===== config.mk =====
export PLATFORM = sky130hd
export DESIGN_NAME = vec_assembler_flat
export DESIGN_NICKNAME = d
export VERILOG_FILES = /design/src/rtl/vec_assembler_pkg.sv /design/src/rtl/vec_assembler_if.sv /design/src/rtl/vec_fifo.sv /design/src/rtl/vec_assembler.sv /design/src/flat_wrapper.sv
export SDC_FILE = /design/constraint.sdc
export NUM_CORES = 2
export LEC_CHECK = 0
export CAP_MARGIN = 10
export CELL_PAD_IN_SITES_DETAIL_PLACEMENT = 0
export CELL_PAD_IN_SITES_GLOBAL_PLACEMENT = 1
export CORE_AREA = 5 5 685 687
export CTS_CLUSTER_DIAMETER = 40
export DETAILED_ROUTE_END_ITERATION = 16
export DIE_AREA = 0 0 690 692
export GPL_TIMING_DRIVEN = 1
export PLACE_DENSITY_LB_ADDON = 0.25
export SYNTH_ARGS = -nofsm -noshare
export SYNTH_HDL_FRONTEND = slang
export SYNTH_SLANG_ARGS = --single-unit

===== constraint.sdc =====
create_clock -name clk -period 57.8 [get_ports clk]
set_clock_uncertainty 0.1 [all_clocks]
set_input_delay 5.78 -clock clk [delete_from_list [all_inputs] [get_ports clk]]
set_output_delay 5.78 -clock clk [all_outputs]
set_load 0.005 [all_outputs]

===== src/rtl/vec_assembler_pkg.sv =====
// ============================================================================
// Module : vec_assembler_pkg
// Brief  : Shared defaults and width helpers for the vector assembler slice.
// Rev    : 1.0  initial release
// ============================================================================
`default_nettype none

package vec_assembler_pkg;

  localparam int c_VECTOR_WIDTH  = 920;
  localparam int c_BUS_WIDTH     = 512;
  localparam int c_SUB_VECTOR_NO = 2;
  localparam int c_FIFO_DEPTH    = 4;

  function automatic int word_cntr_width(input int sub_no);
    return $clog2(sub_no) + 1;
  endfunction

  // Pair layout is {weight, vector}: the weight sits in the MSBs.
  function automatic int pair_width(input int vec_w, input int cnt_w);
    return vec_w + cnt_w;
  endfunction

endpackage

`default_nettype wire


===== src/rtl/vec_assembler_if.sv =====
// ============================================================================
// Module : vec_assembler_if
// Brief  : Valid/ready stream carrying {weight, vector} pairs downstream.
// Rev    : 1.0  initial release
// ============================================================================
`default_nettype none

interface vec_assembler_if #(
  parameter int VECTOR_WIDTH = 920,
  parameter int CNT_WIDTH    = 10
);
  logic [VECTOR_WIDTH-1:0] o_Vector;
  logic [CNT_WIDTH-1:0]    o_Weight;
  logic                    o_Valid;
  logic                    i_Ready;

  modport master (output o_Vector, output o_Weight, output o_Valid, input  i_Ready);
  modport slave  (input  o_Vector, input  o_Weight, input  o_Valid, output i_Ready);
endinterface

`default_nettype wire


===== src/rtl/vec_fifo.sv =====
// ============================================================================
// Module : vec_fifo
// Brief  : Synchronous first-word-fall-through FIFO with full/empty/level.
// Rev    : 1.0  initial release
// ============================================================================
`default_nettype none

module vec_fifo #(
  parameter int WIDTH = 930,
  parameter int DEPTH = 4
) (
  input  wire logic                       clk,
  input  wire logic                       rstn,
  input  wire logic                       i_push,
  input  wire logic [WIDTH-1:0]           i_data,
  input  wire logic                       i_pop,
  output logic      [WIDTH-1:0]           o_data,
  output logic                            o_full,
  output logic                            o_empty,
  output logic      [$clog2(DEPTH):0]     o_level
);

  localparam int c_AW = $clog2(DEPTH);
  localparam int c_LW = c_AW + 1;

  logic [WIDTH-1:0] r_mem [DEPTH];
  logic [c_AW-1:0]  r_wr_ptr;
  logic [c_AW-1:0]  r_rd_ptr;
  logic [c_LW-1:0]  r_level;
  logic             w_wr;
  logic             w_rd;

  assign o_full  = (r_level == c_LW'(DEPTH));
  assign o_empty = (r_level == '0);
  assign o_level = r_level;

  // A push into a full FIFO is accepted only when a pop frees the slot.
  assign w_rd = i_pop && !o_empty;
  assign w_wr = i_push && (!o_full || w_rd);

  assign o_data = r_mem[r_rd_ptr];

  always_ff @(posedge clk) begin
    if (w_wr) r_mem[r_wr_ptr] <= i_data;
  end

  always_ff @(posedge clk) begin
    if (!rstn) begin
      r_wr_ptr <= '0;
      r_rd_ptr <= '0;
      r_level  <= '0;
    end else begin
      if (w_wr) r_wr_ptr <= r_wr_ptr + c_AW'(1);
      if (w_rd) r_rd_ptr <= r_rd_ptr + c_AW'(1);
      case ({w_wr, w_rd})
        2'b10:   r_level <= r_level + c_LW'(1);
        2'b01:   r_level <= r_level - c_LW'(1);
        default: r_level <= r_level;
      endcase
    end
  end

endmodule

`default_nettype wire


===== src/rtl/vec_assembler.sv =====
// ============================================================================
// Module : vec_assembler
// Brief  : Assembles popcount sub-vectors into fingerprints, pairs each with
//          its weight and buffers the pairs for the comparison stage.
// Rev    : 1.0  initial release
// ============================================================================
`default_nettype none

module vec_assembler
  import vec_assembler_pkg::*;
#(
  parameter int VECTOR_WIDTH  = c_VECTOR_WIDTH,
  parameter int BUS_WIDTH     = c_BUS_WIDTH,
  parameter int SUB_VECTOR_NO = c_SUB_VECTOR_NO,
  parameter int CNT_WIDTH     = $clog2(VECTOR_WIDTH),
  parameter int FIFO_DEPTH    = c_FIFO_DEPTH
) (
  input  wire logic                          clk,
  input  wire logic                          rstn,
  input  wire logic [BUS_WIDTH-1:0]          i_SubVector,
  input  wire logic                          i_Valid,
  input  wire logic [CNT_WIDTH-1:0]          i_Cnt,
  input  wire logic                          i_CntNew,
  vec_assembler_if.master                    dn,
  output logic      [$clog2(FIFO_DEPTH):0]   o_Level,
  output logic                               o_Overflow,
  output logic                               o_SyncErr
);

  localparam int c_WCW        = word_cntr_width(SUB_VECTOR_NO);
  localparam int c_PAIR_WIDTH = pair_width(VECTOR_WIDTH, CNT_WIDTH);
  localparam int c_WGT_LSB    = VECTOR_WIDTH;
  localparam int c_LW         = $clog2(FIFO_DEPTH) + 1;
  localparam logic [c_WCW-1:0] c_LAST_WORD = c_WCW'(SUB_VECTOR_NO - 1);

  logic [c_WCW-1:0]        r_word_cnt;
  logic [VECTOR_WIDTH-1:0] r_vec;
  logic [CNT_WIDTH-1:0]    r_wgt;
  logic                    r_vec_pend;
  logic                    r_wgt_pend;
  logic                    r_overflow;
  logic                    r_sync_err;

  logic                    w_last;
  logic [VECTOR_WIDTH-1:0] w_vec_next;
  logic                    w_pair;
  logic                    w_push;
  logic                    w_pop;
  logic                    w_full;
  logic                    w_empty;
  logic [c_LW-1:0]         w_level;
  logic [c_PAIR_WIDTH-1:0] w_head;

  assign w_last = i_Valid && (r_word_cnt == c_LAST_WORD);

  // Earlier words are held in per-word registers; the last word bypasses
  // straight into the completed vector. Bits beyond VECTOR_WIDTH are never stored.
  for (genvar j = 0; j < SUB_VECTOR_NO; j++) begin : g_word
    localparam int c_LO = j * BUS_WIDTH;
    localparam int c_W  = ((VECTOR_WIDTH - c_LO) < BUS_WIDTH) ? (VECTOR_WIDTH - c_LO) : BUS_WIDTH;
    if (j == SUB_VECTOR_NO - 1) begin : g_last
      assign w_vec_next[c_LO +: c_W] = i_SubVector[c_W-1:0];
    end else begin : g_body
      logic [c_W-1:0] r_word;
      always_ff @(posedge clk) begin
        if (i_Valid && (r_word_cnt == c_WCW'(j))) r_word <= i_SubVector[c_W-1:0];
      end
      assign w_vec_next[c_LO +: c_W] = r_word;
    end
  end

  always_ff @(posedge clk) begin
    if (!rstn) begin
      r_word_cnt <= '0;
    end else if (i_Valid) begin
      r_word_cnt <= w_last ? '0 : r_word_cnt + c_WCW'(1);
    end
  end

  always_ff @(posedge clk) begin
    if (w_last)   r_vec <= w_vec_next;
    if (i_CntNew) r_wgt <= i_Cnt;
  end

  assign w_pair = r_vec_pend && r_wgt_pend;
  assign w_pop  = !w_empty && dn.i_Ready;
  assign w_push = w_pair && (!w_full || w_pop);

  // A fresh arrival in the pairing cycle re-arms its flag rather than erroring.
  always_ff @(posedge clk) begin
    if (!rstn) begin
      r_vec_pend <= 1'b0;
      r_wgt_pend <= 1'b0;
      r_overflow <= 1'b0;
      r_sync_err <= 1'b0;
    end else begin
      if (w_last)      r_vec_pend <= 1'b1;
      else if (w_pair) r_vec_pend <= 1'b0;
      if (i_CntNew)    r_wgt_pend <= 1'b1;
      else if (w_pair) r_wgt_pend <= 1'b0;
      if (((w_last && r_vec_pend) || (i_CntNew && r_wgt_pend)) && !w_pair)
        r_sync_err <= 1'b1;
      if (w_pair && w_full && !w_pop)
        r_overflow <= 1'b1;
    end
  end

  vec_fifo #(
    .WIDTH (c_PAIR_WIDTH),
    .DEPTH (FIFO_DEPTH)
  ) u_fifo (
    .clk     (clk),
    .rstn    (rstn),
    .i_push  (w_push),
    .i_data  ({r_wgt, r_vec}),
    .i_pop   (w_pop),
    .o_data  (w_head),
    .o_full  (w_full),
    .o_empty (w_empty),
    .o_level (w_level)
  );

  // Outputs are forced low while reset is held.
  assign dn.o_Vector = rstn ? w_head[VECTOR_WIDTH-1:0]        : '0;
  assign dn.o_Weight = rstn ? w_head[c_WGT_LSB +: CNT_WIDTH]  : '0;
  assign dn.o_Valid  = rstn && !w_empty;
  assign o_Level     = rstn ? w_level : '0;
  assign o_Overflow  = rstn && r_overflow;
  assign o_SyncErr   = rstn && r_sync_err;

endmodule

`default_nettype wire


===== src/flat_wrapper.sv =====
// flat-port wrapper written by rule: the top's interface ports become plain ports
module vec_assembler_flat import vec_assembler_pkg::*;
#(
  parameter int VECTOR_WIDTH  = c_VECTOR_WIDTH,
  parameter int BUS_WIDTH     = c_BUS_WIDTH,
  parameter int SUB_VECTOR_NO = c_SUB_VECTOR_NO,
  parameter int CNT_WIDTH     = $clog2(VECTOR_WIDTH),
  parameter int FIFO_DEPTH    = c_FIFO_DEPTH
)
  (clk, rstn, i_SubVector, i_Valid, i_Cnt, i_CntNew, o_Level, o_Overflow, o_SyncErr, dn_o_Vector, dn_o_Weight, dn_o_Valid, dn_i_Ready);
  vec_assembler_if #(.VECTOR_WIDTH(VECTOR_WIDTH), .CNT_WIDTH(CNT_WIDTH)) dn_i ();
  input  wire logic clk;
  input  wire logic rstn;
  input  wire logic [BUS_WIDTH-1:0] i_SubVector;
  input  wire logic i_Valid;
  input  wire logic [CNT_WIDTH-1:0] i_Cnt;
  input  wire logic i_CntNew;
  output logic      [$clog2(FIFO_DEPTH):0] o_Level;
  output logic o_Overflow;
  output logic o_SyncErr;
  output wire logic [$bits(dn_i.o_Vector)-1:0] dn_o_Vector;
  output wire logic [$bits(dn_i.o_Weight)-1:0] dn_o_Weight;
  output wire logic [$bits(dn_i.o_Valid)-1:0] dn_o_Valid;
  input wire logic [$bits(dn_i.i_Ready)-1:0] dn_i_Ready;
  assign dn_o_Vector = dn_i.o_Vector;
  assign dn_o_Weight = dn_i.o_Weight;
  assign dn_o_Valid = dn_i.o_Valid;
  assign dn_i.i_Ready = dn_i_Ready;
  vec_assembler #(.VECTOR_WIDTH(VECTOR_WIDTH), .BUS_WIDTH(BUS_WIDTH), .SUB_VECTOR_NO(SUB_VECTOR_NO), .CNT_WIDTH(CNT_WIDTH), .FIFO_DEPTH(FIFO_DEPTH)) u_core (.clk(clk), .rstn(rstn), .i_SubVector(i_SubVector), .i_Valid(i_Valid), .i_Cnt(i_Cnt), .i_CntNew(i_CntNew), .dn(dn_i), .o_Level(o_Level), .o_Overflow(o_Overflow), .o_SyncErr(o_SyncErr));
endmodule

==> qor.csv <==
stage,metric,value,unit
status,result of the run,completed,
sta,Hold Fails Final Rpt,0,
final_layout,filler instances,37005,
power,total chip power,8.52,mW
cts,Root Buffer,clkbuf_16,
critical_path,crit-path leading delay family,buffers and inverters,
synth,Synth area leaders,"edfxtp_1, mux4_2, and2_1",
critical_path,crit path capture type,output pin,
routing,DR vias/cell,5.08,
sta,Least-Margin Pin Slew,1240,ps
floorplanning,Ports,1463,
synth,Syn Inst Count,7415,
cts,CTS Buffer Depth,4,
grt,first-pass GRT wire length,646,mm
critical_path,crit start category,primary input,
final_layout,layout cells sized above 1,20.7,%
cts,worst skew pair latency,1030,ps
synth,Post-synth ARST share,0,%
sta,Final Max Slew Viols,0,
synth,compound-gate portion of the synthesized area,0.0461,%
critical_path,worst flop-to-flop path startpoint,u_core.u_fifo.o_level[0],
placement,"worst slack, placed",42210,ps
synth,leading area contributor after synthesis,edfxtp_1,
routing,Initial DRC Count,6514,
critical_path,"Max FO, Critical Path",180,
routing,WL/cell,28.6,µm
worst_hold_path,depth of the worst hold-timing path,0,
grt,initial antenna violation count,175,
sta,relative slew slack,17.2,%
cts,clk sink count,5177,
floorplanning,Core ar.,462000,µm²
routing,Residual DRC,0,
cts,Post-CTS Setup Inserts,0,
synth,post-synth net total,7948,
placement,routability cong.,0.772,
synth,main combinational cell family by area after synthesis,multiplexers,
placement,hpwl dp,287,mm
cts,post-CTS sizing,0,
critical_path,crit path from,rstn,
power,PwrDens,37.4,nW/µm²
grt,grt ovf,0,
cts,cts bufs inserted,620,
cts,htree depth,6,
floorplanning,overall die area,477000,µm²
routing,Post-DRT Antenna Nets,0,
grt,largest net degree at the start of global routing,181,
critical_path,CP Cell Sequence,buf_8 > buf_4 > buf_4 > buf_4 > and2_1 > clkdlybuf4s50_1,
critical_path,Crit path largest cell delay,900,ps
synth,adder-cell share of the synthesized area,0.0448,%
sta,Fin Hold WS,280,ps
final_layout,Syn-to-layout area delta,23.4,%
cts,Post-CTS Hold Buffers,0,
routing,Routed WL,459,mm
sta,unrepaired setup endpoints after global routing,no,
floorplanning,Die Y,692,µm
sta,Tcrit/Tclk final,26.9,%
critical_path,capturing point of the worst reg2reg path,u_core.u_fifo.r_mem[0][526],
placement,I/O Buffers,1462,
critical_path,Reg2Reg Depth,7,
critical_path,Crit-path slowest cell,buf_4,
worst_hold_path,Hold Crit Class,flip-flop to flip-flop,
synth,Post-Synth XOR/XNOR Area,0.0143,%
sta,f_max,64.3,MHz
critical_path,WP data required,51920,ps
sta,fin crit period,15560,ps
final_layout,Layout Utilization,49.2,%
synth,synth warn,0,
synth,"Seq/Total Area, Yosys",84.2,%
synth,post-synthesis cell type count,31,
sta,setup TNS,0,ps
power,Peak VDD IR,30.9,µV
synth,fraction of synthesized area in multiplexers,11.4,%
critical_path,CP most frequent cell,buf_4,
floorplanning,Starting Density,39.9,%
cts,"Clk pin slew, worst setup/hold paths",60,ps
cts,CTS tree,yes,
critical_path,Critical Path AT,9680,ps
synth,"Top FF cell, synth",edfxtp_1,
routing,DRT Pass-1 Iters,7,
floorplanning,Core Rows,250,
grt,vias in the first global route,85312,
synth,#FFs+latches synth,5177,
synth,Syn Area/Cell,24.9,µm²
synth,top-area cell type share of the netlist area,84.1,%
synth,"EDFF count, synth",5162,
final_layout,Layout Nets,9846,
synth,simple-gate portion of the synthesized area,3.26,%
floorplanning,Die Wd,690,µm
sta,Final Setup Violations,0,
worst_hold_path,Worst Hold End,u_core.r_vec[102],
critical_path,WP buf/inv,5,
grt,GRT Total Usage,18.7,%
power,Leak,70.7,nW
sta,Final WS setup,42240,ps
critical_path,register-to-register setup slack,52210,ps
critical_path,WS Path Type,primary input to output pin,
worst_hold_path,Hold Crit Start,u_core.g_word[0].g_body.r_word[102],
routing,vias post-DR,81569,
job,number of max-cap violations,0,
synth,synthesized area,184000,µm²
==> registers in the layout, indices dropped and copies added (netlist names), named ones only <==
| register | cells |
|---|---|
| u_core.u_fifo.r_rd_ptr | 2 |
| u_core.r_wgt | 10 |
| u_core.r_word_cnt | 2 |
| u_core.u_fifo.r_mem | 3720 |
| u_core.u_fifo.o_level | 3 |
| u_core.u_fifo.r_wr_ptr | 2 |
| u_core.r_vec | 920 |
| u_core.r_wgt_pend | 1 |
| u_core.r_overflow | 1 |
| u_core.r_vec_pend | 1 |
| u_core.r_sync_err | 1 |
| u_core.g_word.g_body.r_word | 512 |
==> cells in the final DEF, fill, tap and decap left out, types with 7 or more instances in the layout <==
master           count
clkinv_1            84
clkbuf_1            76
inv_6               46
clkinv_2            71
clkinvlp_4          48
and2_1             937
clkinv_16           30
clkinv_4            35
mux4_2             930
edfxtp_1          5162
buf_4              111
buf_12              16
inv_8               16
clkinv_8            11
diode_2             60
clkbuf_16          622
bufinv_16           71
nand2_1             10
inv_1                7
clkdlybuf4s50_1   1460
dfxtp_1             13
inv_16              15
==> routing by layer <==
metal	GRT usage [%]	share of wire, %
met1	23.3	39
met2	32.0	51
met3	4.34	6.4
met4	6.74	3.5
met5	0	0.085
==> area by class of cell <==
type / instances / area, µm² / area share, %
diodes: 60 / 150 / 0.0660
clock inverters: 426 / 5420 / 2.38
clock buffers: 698 / 15900 / 6.97
inverters: 8 / 37.5 / 0.0165
well taps: 6174 / 7720 / 3.40
repair buffers: 1589 / 15800 / 6.94
flip-flops and latches: 5177 / 155000 / 68.3
multi-input cells: 1917 / 27200 / 11.9
==> kinds of logic (layout without fill, tap and decap cells) <==
group	count (synthesis)	after routing
flip-flops	5177	5177
AND/OR/NAND/NOR	963	963
multiplexers	932	932
buffers and inverters	321	2721
AO/OA/AOI/OAI	13	13
adder cells (fa/ha/maj)	6	6
XOR/XNOR	3	3
other	0	60
==> where the power goes <==
group / internal, mW / switching [mW] / total (mW)
sequential: 4.21 / 0.0354 / 4.24
combinational: 0.170 / 0.179 / 0.350
clock: 2.34 / 1.59 / 3.93
==> synthesized netlist by cell type (2+ instances only) <==
cell type,count
a21boi_0,2
a21oi_1,2
and2_1,941
buf_1,9
buf_2,86
buf_4,3
buf_6,78
clkbuf_1,137
dfxtp_1,15
edfxtp_1,5162
ha_1,5
inv_1,8
mux2i_1,2
mux4_2,930
nand2_1,10
nor2b_1,3
nor3_1,2
o21a_1,2
o21ai_0,5
xor2_1,2
==> how the worst max path moves through the flow <==
| stage | to | depth (start not counted) |
|---|---|---|
| 2_1_floorplan | u_core.g_word[0].g_body.r_word[0] | 1 |
| 3_3_place_gp | dn_o_Vector[648] | 6 |
| 3_5_place_dp | dn_o_Vector[637] | 6 |
| 4_1_cts | dn_o_Vector[637] | 6 |
| 5_1_grt | dn_o_Vector[637] | 6 |
| 6_report | dn_o_Vector[637] | 6 |
==> metrics by stage <==
stage | instances | instance area (µm²)
after floorplan | 7415 | 184000
after global placement | 14865 | 206000
after detailed placement | 14865 | 206000
after CTS | 15989 | 227000
after global routing | 16018 | 227000
final | 16049 | 227000
Note: power is estimated with default switching activity, not from simulation.
